===== src/rtl/conv3x3_engine.sv =====
`default_nettype none
// ============================================================================
//  Module   : conv3x3_engine
//  Brief    : 3x3 convolution layer engine with stride 1 and zero padding of 1.
//             It issues one multiply-accumulate per cycle from synchronous RAM
//             read ports. ReLU is optional and the output saturates to DATA_W.
//  Revision : 1.0 - initial release
// ============================================================================
module conv3x3_engine #(
    parameter int IN_CH  = 16,
    parameter int OUT_CH = 32,
    parameter int H      = 14,
    parameter int W      = 14,
    parameter int DATA_W = 32,
    parameter int WGT_W  = 8,
    parameter int ACC_W  = 48,
    localparam int FA = (IN_CH * H * W > 1)       ? $clog2(IN_CH * H * W)       : 1,
    localparam int WA = (OUT_CH * IN_CH * 9 > 1)  ? $clog2(OUT_CH * IN_CH * 9)  : 1,
    localparam int BA = (OUT_CH > 1)              ? $clog2(OUT_CH)              : 1,
    localparam int OA = (OUT_CH * H * W > 1)      ? $clog2(OUT_CH * H * W)      : 1
) (
    input  logic                     clk,
    input  logic                     reset,
    input  logic                     start,
    input  logic                     relu_en,
    output logic                     busy,
    output logic                     done,
    output logic                     fm_rd_en,
    output logic [FA-1:0]            fm_rd_addr,
    input  logic signed [DATA_W-1:0] fm_rd_data,
    output logic [WA-1:0]            wt_rd_addr,
    input  logic signed [WGT_W-1:0]  wt_rd_data,
    output logic [BA-1:0]            b_rd_addr,
    input  logic signed [DATA_W-1:0] b_rd_data,
    output logic                     out_valid,
    input  logic                     out_ready,
    output logic [OA-1:0]            out_addr,
    output logic signed [DATA_W-1:0] out_data
);

    localparam int CW = (IN_CH > 1) ? $clog2(IN_CH) : 1;
    localparam int YW = (H > 1)     ? $clog2(H)     : 1;
    localparam int XW = (W > 1)     ? $clog2(W)     : 1;

    // Saturation bounds for DATA_W, expressed at accumulator width
    localparam logic signed [ACC_W-1:0] SAT_MAX = {{(ACC_W-DATA_W+1){1'b0}}, {(DATA_W-1){1'b1}}};
    localparam logic signed [ACC_W-1:0] SAT_MIN = {{(ACC_W-DATA_W+1){1'b1}}, {(DATA_W-1){1'b0}}};

    typedef enum logic [2:0] {
        S_IDLE      = 3'd0,
        S_LOAD_BIAS = 3'd1,
        S_MAC       = 3'd2,
        S_DRAIN     = 3'd3,
        S_EMIT      = 3'd4,
        S_DONE      = 3'd5
    } state_t;

    state_t state_q, state_d;

    logic [BA-1:0]            f_q;
    logic [YW-1:0]            y_q;
    logic [XW-1:0]            x_q;
    logic [CW-1:0]            c_q;
    logic [1:0]               ky_q;
    logic [1:0]               kx_q;
    logic                     relu_q;
    logic                     tap_ok_q;
    logic signed [ACC_W-1:0]  acc_q;
    logic [OA-1:0]            out_addr_q;
    logic signed [DATA_W-1:0] out_data_q;

    logic                     w_inb;
    logic                     w_first_tap;
    logic                     w_last_tap;
    logic                     w_last_pix;
    logic signed [ACC_W-1:0]  w_prod;
    logic signed [ACC_W-1:0]  w_term;
    logic signed [ACC_W-1:0]  w_acc_sum;
    logic signed [ACC_W-1:0]  w_relu;
    logic signed [DATA_W-1:0] w_sat;

    // Padding taps: the input coordinate falls off one edge of the map
    assign w_inb = !((y_q == '0 && ky_q == 2'd0) || (y_q == YW'(H - 1) && ky_q == 2'd2) ||
                     (x_q == '0 && kx_q == 2'd0) || (x_q == XW'(W - 1) && kx_q == 2'd2));

    assign w_first_tap = (c_q == '0) && (ky_q == 2'd0) && (kx_q == 2'd0);
    assign w_last_tap  = (c_q == CW'(IN_CH - 1)) && (ky_q == 2'd2) && (kx_q == 2'd2);
    assign w_last_pix  = (f_q == BA'(OUT_CH - 1)) && (y_q == YW'(H - 1)) && (x_q == XW'(W - 1));

    // Product of the tap issued last cycle; padding taps contribute zero
    assign w_prod    = ACC_W'(fm_rd_data) * ACC_W'(wt_rd_data);
    assign w_term    = tap_ok_q ? w_prod : '0;
    assign w_acc_sum = acc_q + w_term;
    assign w_relu    = (relu_q && w_acc_sum[ACC_W-1]) ? '0 : w_acc_sum;
    assign w_sat     = (w_relu > SAT_MAX) ? DATA_W'(SAT_MAX) :
                       (w_relu < SAT_MIN) ? DATA_W'(SAT_MIN) : DATA_W'(w_relu);

    assign b_rd_addr = f_q;
    assign out_addr  = out_addr_q;
    assign out_data  = out_data_q;

    // State register
    always_ff @(posedge clk) begin
        if (reset) state_q <= S_IDLE;
        else       state_q <= state_d;
    end

    // Next-state logic and state-decoded outputs
    always_comb begin
        state_d    = state_q;
        busy       = 1'b0;
        done       = 1'b0;
        out_valid  = 1'b0;
        fm_rd_en   = 1'b0;
        fm_rd_addr = '0;
        wt_rd_addr = '0;
        case (state_q)
            S_IDLE: begin
                if (start) state_d = S_LOAD_BIAS;
            end
            S_LOAD_BIAS: begin
                busy    = 1'b1;
                state_d = S_MAC;
            end
            S_MAC: begin
                busy       = 1'b1;
                fm_rd_en   = w_inb;
                fm_rd_addr = w_inb ? FA'(32'(c_q) * 32'(H * W) + (32'(y_q) + 32'(ky_q)) * 32'(W)
                                        + 32'(x_q) + 32'(kx_q) - 32'(W) - 32'd1) : '0;
                wt_rd_addr = WA'(32'(f_q) * 32'(IN_CH * 9) + 32'(c_q) * 32'd9
                                 + 32'(ky_q) * 32'd3 + 32'(kx_q));
                if (w_last_tap) state_d = S_DRAIN;
            end
            S_DRAIN: begin
                busy    = 1'b1;
                state_d = S_EMIT;
            end
            S_EMIT: begin
                busy      = 1'b1;
                out_valid = 1'b1;
                if (out_ready) state_d = w_last_pix ? S_DONE : S_LOAD_BIAS;
            end
            S_DONE: begin
                done    = 1'b1;
                state_d = S_IDLE;
            end
            default: state_d = S_IDLE;
        endcase
    end

    // Counters, accumulator and result registers
    always_ff @(posedge clk) begin
        if (reset) begin
            f_q        <= '0;
            y_q        <= '0;
            x_q        <= '0;
            c_q        <= '0;
            ky_q       <= '0;
            kx_q       <= '0;
            relu_q     <= 1'b0;
            tap_ok_q   <= 1'b0;
            acc_q      <= '0;
            out_addr_q <= '0;
            out_data_q <= '0;
        end else begin
            tap_ok_q <= (state_q == S_MAC) && w_inb;
            case (state_q)
                S_IDLE: begin
                    if (start) begin
                        f_q    <= '0;
                        y_q    <= '0;
                        x_q    <= '0;
                        relu_q <= relu_en;
                    end
                end
                S_LOAD_BIAS: begin
                    c_q  <= '0;
                    ky_q <= '0;
                    kx_q <= '0;
                end
                S_MAC: begin
                    acc_q <= w_first_tap ? ACC_W'(b_rd_data) : w_acc_sum;
                    if (!w_last_tap) begin
                        if (kx_q == 2'd2) begin
                            kx_q <= '0;
                            if (ky_q == 2'd2) begin
                                ky_q <= '0;
                                c_q  <= c_q + CW'(1);
                            end else begin
                                ky_q <= ky_q + 2'd1;
                            end
                        end else begin
                            kx_q <= kx_q + 2'd1;
                        end
                    end
                end
                S_DRAIN: begin
                    acc_q      <= w_acc_sum;
                    out_data_q <= w_sat;
                    out_addr_q <= OA'(32'(f_q) * 32'(H * W) + 32'(y_q) * 32'(W) + 32'(x_q));
                end
                S_EMIT: begin
                    if (out_ready) begin
                        if (x_q == XW'(W - 1)) begin
                            x_q <= '0;
                            if (y_q == YW'(H - 1)) begin
                                y_q <= '0;
                                f_q <= f_q + BA'(1);
                            end else begin
                                y_q <= y_q + YW'(1);
                            end
                        end else begin
                            x_q <= x_q + XW'(1);
                        end
                    end
                end
                default: ;
            endcase
        end
    end

endmodule
`default_nettype wire


===== config.mk =====
export PLATFORM = sky130hd
export DESIGN_NAME = conv3x3_engine
export DESIGN_NICKNAME = d
export VERILOG_FILES = /design/src/rtl/conv3x3_engine.sv
export SDC_FILE = /design/constraint.sdc
export NUM_CORES = 1
export LEC_CHECK = 0
export CORE_AREA = 2 2 214 216
export DETAILED_ROUTE_END_ITERATION = 7
export DIE_AREA = 0 0 216 218
export PLACE_DENSITY = 0.68
export RECOVER_POWER = 100
export SLEW_MARGIN = 20
export SYNTH_ARGS = -nofsm -noshare
export SYNTH_HDL_FRONTEND = slang
export SYNTH_SLANG_ARGS = --single-unit

===== constraint.sdc =====
create_clock -name clk -period 15.3 [get_ports clk]
set_clock_uncertainty 0.05 [all_clocks]
set_input_delay 1.53 -clock clk [delete_from_list [all_inputs] [get_ports clk]]
set_output_delay 1.53 -clock clk [all_outputs]
set_load 0.01 [all_outputs]

Word-level counts from Yosys, hierarchy flattened. Cells that the tools add are included.

Register bits: 119. Bits in latches: 0. Bits in writable memories: 0. Memory bits (read-only): 0. Input port bits: 77. Output and inout bits: 79. Word-level logic and storage cells: 135. Memories: 0.

Add/subtract/negate cells: 18. $mul: 8. Divide/modulo/power cells: 0. Order comparisons: 2. Eq/ne operators: 19. Shift operators: 0. Muxes and demuxes: 42. Bitwise gates (word level): 0. Reductions and logical operators: 34.

Operators by type and width (number): $mux 48 (3); $pmux 48 s2 (1); $mux 32 (2); $add 48x48->48 (1); $gt 48x32->1 const B (1); $lt 48x32->1 const B (1); $mul 32x8->40 (1); $mux 4 (9); $add 13x4->13 (2); $add 13x8->13 (2); $mux 12 (2); $pmux 4 s2 (3); $mux 5 (4); $ne 2x2->1 const B (8); $pmux 3 s5 (1); $add 13x2->13 (1); $mux 13 (1); $add 12x2->12 (1); $add 12x4->12 (1); $add 12x9->12 (1); $add 4x1->4 const B (3); $eq 4x4->1 const B (3); $logic_and 1x1->1 (12); $logic_not 4->1 (3); other kinds (32) (56).

Depth between registers and ports, before layout.
Depth after elaboration: 9. Depth in mapped cells: 36. Depth with buffers taken out: 33.

Worst setup path before layout. OpenSTA, ideal clock, no wires.

Path kind: in2reg. From: input port wt_rd_data[7]. To: register out_data_q[1], in the netlist out_data[1]. Library setup time: 132 ps. Arrival time: 8914 ps. Required time: 15118 ps. Setup slack: 6204 ps. Stages: 35. Buffers on the path: 3. Cell sequence: inv_1 -> clkbuf_1 -> nor2_1 -> fa_1 -> fa_1 -> fa_1 -> inv_1 -> fa_1 -> inv_1 -> ha_1 -> a21o_1 -> a21oi_1 -> o21bai_1 -> a21oi_1 -> a21boi_0 -> o31ai_1 -> o41ai_1 -> o21ai_1 -> a21oi_1 -> and4_1 -> or3_1 -> ha_1 -> buf_2 -> nand4_1 -> nor4_2 -> and3_1 -> a32oi_1 -> o21ai_2 -> nor2_1 -> o21ai_1 -> xnor2_1 -> or4_4 -> o2bb2ai_4 -> buf_6 -> o32ai_1.

Cells in the longest elaborated chain, start to end: 8. Elaborated cells on any way between the ends: 9. Those cells by class: add/sub: 1; mul: 1; order compare: 2; mux: 4; reduce/logical: 1.

Ends and longest elaborated chain: start, declared (RTL line 32) `input logic signed [WGT_W-1:0] wt_rd_data,`; $mul 32x8->40 * (RTL line 91) `assign w_prod = ACC_W'(fm_rd_data) * ACC_W'(wt_rd_data);`; $mux 48 * (RTL line 92) `assign w_term = tap_ok_q ? w_prod : '0;`; $add 48x48->48 * (RTL line 93) `assign w_acc_sum = acc_q + w_term;`; $logic_and 1x1->1 (RTL line 94) `assign w_relu = (relu_q && w_acc_sum[ACC_W-1]) ? '0 : w_acc_sum;`; $mux 48 * (RTL line 94); $lt 48x32->1 (RTL line 96) `(w_relu < SAT_MIN) ? DATA_W'(SAT_MIN) : DATA_W'(w_relu);`; $mux 32 (RTL line 96); $mux 32 * (RTL line 95) `assign w_sat = (w_relu > SAT_MAX) ? DATA_W'(SAT_MAX) :`; end signal, assigned (RTL line 199) `out_data_q <= w_sat;`; end, declared (RTL line 70) `logic signed [DATA_W-1:0] out_data_q;`.

Every way passes the cells marked *; elsewhere a longest branch is shown, timed or not. A chain may end at the register's enable or synchronous reset.

Worst setup path in the final report.
From: input port wt_rd_data[1]. To: register out_data_q[14], in the netlist out_data[14].

Same word-level chain as after synthesis.

==> metrics.log <==
[metrics] Worst R2R Setup Slack: 8.26 ns
[metrics] Die Y-Extent: 218 µm
[metrics] Detail Route met2 WL: 24,700 µm
[metrics] sum of buffers and inverters on the critical path: 5
[metrics] Worst path max stage delay: 0.96 ns
[metrics] Clock Tree Root: clkbuf_16
[metrics] routability-driven placement congestion ratio: 0.886
[metrics] crit-path leading delay family: compound AO/OA/AOI/OAI gates
[metrics] worst endpoint required time: 15.37 ns
[metrics] main combinational cell family by area after synthesis: adder cells
[metrics] asr flop ratio synth: 0%
[metrics] flip-flop and latch count after synthesis: 119
[metrics] final worst path period share: 77.9%
[metrics] category of the worst setup path capture point: flip-flop
[metrics] post-synthesis cell area: 19,900 µm²
[metrics] Peak supply drop: 0.0920 mV
[metrics] Seq. cell area: 2380 µm²
[metrics] mean instance size in the synthesized netlist: 8.00 µm²
[metrics] Slew Limit Fails: 226
[metrics] met3 wire len: 2970 µm
[metrics] failing checks: capacitance limit, slew limit
[metrics] sum of overflow across all layers after global routing: 0
[metrics] maximum buffer depth of the clock tree: 2
[metrics] number of max-cap violations: 3
[metrics] antenna violations before repair: 2
[metrics] post-layout minimum cycle time: 11.91 ns
[metrics] outcome: complete, but fails checks
[metrics] first-pass detailed-route iteration total: 6
[metrics] fraction of the mapped netlist area in compound gates: 15.2%
[metrics] RSZ-0062 raised after global routing: false
[metrics] number of failing hold endpoints at the final stage: 0
[metrics] cell count after synthesis: 2,486
[metrics] total nets after synthesis: 3,005
[metrics] depth of the CTS H-tree: 4
[metrics] vias after detailed routing: 17,108
[metrics] dominant cell type by count on the critical path: fa_1
[metrics] Layout Cells excl Fill: 3,188
[metrics] Max Fanout on Critical Path: 32
[metrics] critical-path cell with the highest stage delay: clkbuf_1
[metrics] clock slew seen by the registers of the worst setup and hold paths: 0.06 ns
[metrics] pin count of the biggest net entering global routing: 108
[metrics] cts-stage hold buffer count: 0
[metrics] final number of setup-violating endpoints: 0
[metrics] commonest cells after routing, fill and taps aside: inv_1 (379), nor2_1 (273), fa_1 (223), ha_1 (219), and2_1 (209)
[metrics] routed length on met1: 23,700 µm
[metrics] relative max-transition margin: -212%
[metrics] horizontal die dimension: 216 µm
[metrics] Post-Synth XOR/XNOR Area: 5.54%
[metrics] global-route wire length before repair: 88,000 µm
[metrics] library cell occupying the most area in the post-synthesis netlist: fa_1
[metrics] pin slew with the least headroom to its limit: 4.68 ns
[metrics] wire length after detailed routing: 52,800 µm
[metrics] top_reg_cell synth: dfxtp_1
[metrics] share of post-route cells with drive strength above 1: 2.44%
[metrics] DR top layer: met5
[metrics] detailed router's first-iteration violation count: 1,043
[metrics] CTS tree: done
[metrics] Pwr Density: 126 nW/µm²
[metrics] die footprint: 47,100 µm²
[metrics] share of synthesized area occupied by flip-flops and latches: 12.0%
[metrics] post-synthesis mux area share: 0.516%
[metrics] Min-Delay Path Class: reg -> reg
[metrics] Clk Latency, worst-skew pair: 0.44 ns
[metrics] worst path arrival time: 11.99 ns
[metrics] via count of the first global-routing pass: 17,449
[metrics] cell row count: 78
[metrics] fraction of post-synthesis cell area in the top cell type by area: 22.5%
[metrics] number of warnings reported in the yosys synthesis log: 0
[metrics] # placed instances: 3,153
[metrics] multi-input logic area: 15,600 µm²
[metrics] most common library cell in the layout ignoring fill and taps: inv_1
[metrics] HPWL Detailed: 42,100 µm
[metrics] number of clock buffers inserted by TritonCTS: 17
[metrics] Distinct cells, synth: 83
[metrics] sum of negative setup slack: 0 ns
[metrics] highest clock frequency the design can meet: 83.9 MHz
[metrics] cell leakage power: 10.9 nW
[metrics] final-stage net count: 3,092
[metrics] Starting Density: 44.3%
[metrics] Synth Area in Simple Gates: 21.3%
[metrics] total global routing track utilization: 22.9%
[metrics] count of flip-flops with a built-in enable after synthesis: 0
[metrics] Final ANT Viol Nets: 0
[metrics] average vias per placed instance: 5.37
[metrics] Port-buffer cells: 155
[metrics] Routed WL per cell: 16.5 µm
[metrics] dominant cells by area after synthesis: fa_1 (22%), ha_1 (14%), dfxtp_1 (12%)
[metrics] area of the core region: 44,900 µm²
[metrics] area growth from synthesis to layout: 12.7%
[metrics] setup repair bufs after CTS: 0
[metrics] CTS-repair resized insts: 0
[metrics] CTS Sinks: 119
[metrics] kind of launch point of the worst setup path: input pin
[metrics] number of design rule violations left after detail routing: 0
[metrics] IO Pins: 156
[metrics] Post-Synth Adder-Cell Area: 36.2%
[metrics] crit path kind: in -> reg
[metrics] number of filler instances in the final layout: 4,354
cell usage after synthesis (7+ instances only):
library cell    n
inv_1         379
nor2_1        274
fa_1          223
ha_1          219
and2_1        215
nand2_1       198
a21oi_1       132
dfxtp_1       119
xnor2_1        87
clkbuf_1       75
a21o_1         58
o21ai_0        58
xor2_1         37
nor3_1         34
o32ai_1        31
a311oi_1       26
nand3_1        26
o21bai_1       22
nand2b_1       18
nor2b_1        18
and3_1         17
buf_2          17
nand4_1        15
a31oi_1        12
o211ai_1       12
a211oi_1       11
or3_1          11
o22ai_1        10
or2_2           9
and4_1          8
mux2i_1         8
a22oi_1         7
o21a_1          7
power by group:
part / switching [mW] / internal, mW / leakage (nW)
logic: 1.18 / 0.802 / 9.62
registers: 0.0557 / 0.378 / 0.968
clock network: 0.170 / 0.244 / 0.290
total: 1.40 / 1.42 / 10.9
flip-flops by register name, summed over array words and instances (netlist names):
name and cells:
kx_q 2, acc_q 48, c_q 4, ky_q 2, out_data 32, tap_ok_q 1, out_addr 13, y_q 4
relu_q 1, b_rd_addr 5, state_q 3, x_q 4
path summary, 6_finish.rpt:
path,to,depth (start not counted),startpoint
max,out_data[14],33,wt_rd_data[1]
min,out_addr[9],2,out_addr[9]
max reg2reg,acc_q[14],8,state_q[1]
min reg2reg,out_addr[9],2,out_addr[9]
per-stage QoR:
stage | hold WS (ns) | cell area [µm²] | total power, mW | util [%] | setup WS (ns)
finish | 0.399 | 22400 | 2.83 | 49.9 | 3.39
global route | 0.424 | 22400 | 3.11 | 49.9 | 2.36
floorplan | 0.386 | 19900 | 1.90 | - | 6.20
detailed placement | 0.398 | 21900 | 2.39 | 48.7 | 3.93
CTS | 0.406 | 22500 | 2.83 | 50.0 | 4.36
global placement | 0.391 | 21900 | 2.36 | 48.7 | 4.03
worst reg2reg max path: stages, from the launching register on:
cell and delay (ns):
dfxtp_1 0.51, nor2b_1 0.24, clkbuf_1 2.46, nand2_1 1.30
nand2b_1 0.28, clkbuf_1 1.46, nand2_1 0.13, o211ai_1 0.18
a21oi_1 0.11
cell families after synthesis:
| logic type | Yosys count |
|---|---|
| adder cells (fa/ha/maj) | 442 |
| AO/OA/AOI/OAI | 446 |
| flip-flops | 119 |
| AND/OR/NAND/NOR | 866 |
| XOR/XNOR | 125 |
| multiplexers | 10 |
| buffers and inverters | 478 |
per-layer routing:
layer  vias up  track usage (%)
li1       8315                -
met5         -                0
met2       401             38.0
met3        79             4.76
met1      8311             30.0
met4         2             7.08
cell type report:
class / instances / area share, %
clock buffers: 17 / 1.90
inverters: 379 / 6.35
well taps: 600 / 3.35
multi-input cells: 1889 / 69.8
clock inverters: 15 / 0.765
repair buffers: 167 / 7.19
diodes: 2 / 0.0223
flip-flops and latches: 119 / 10.6
Power figures use the tool's default switching activity.
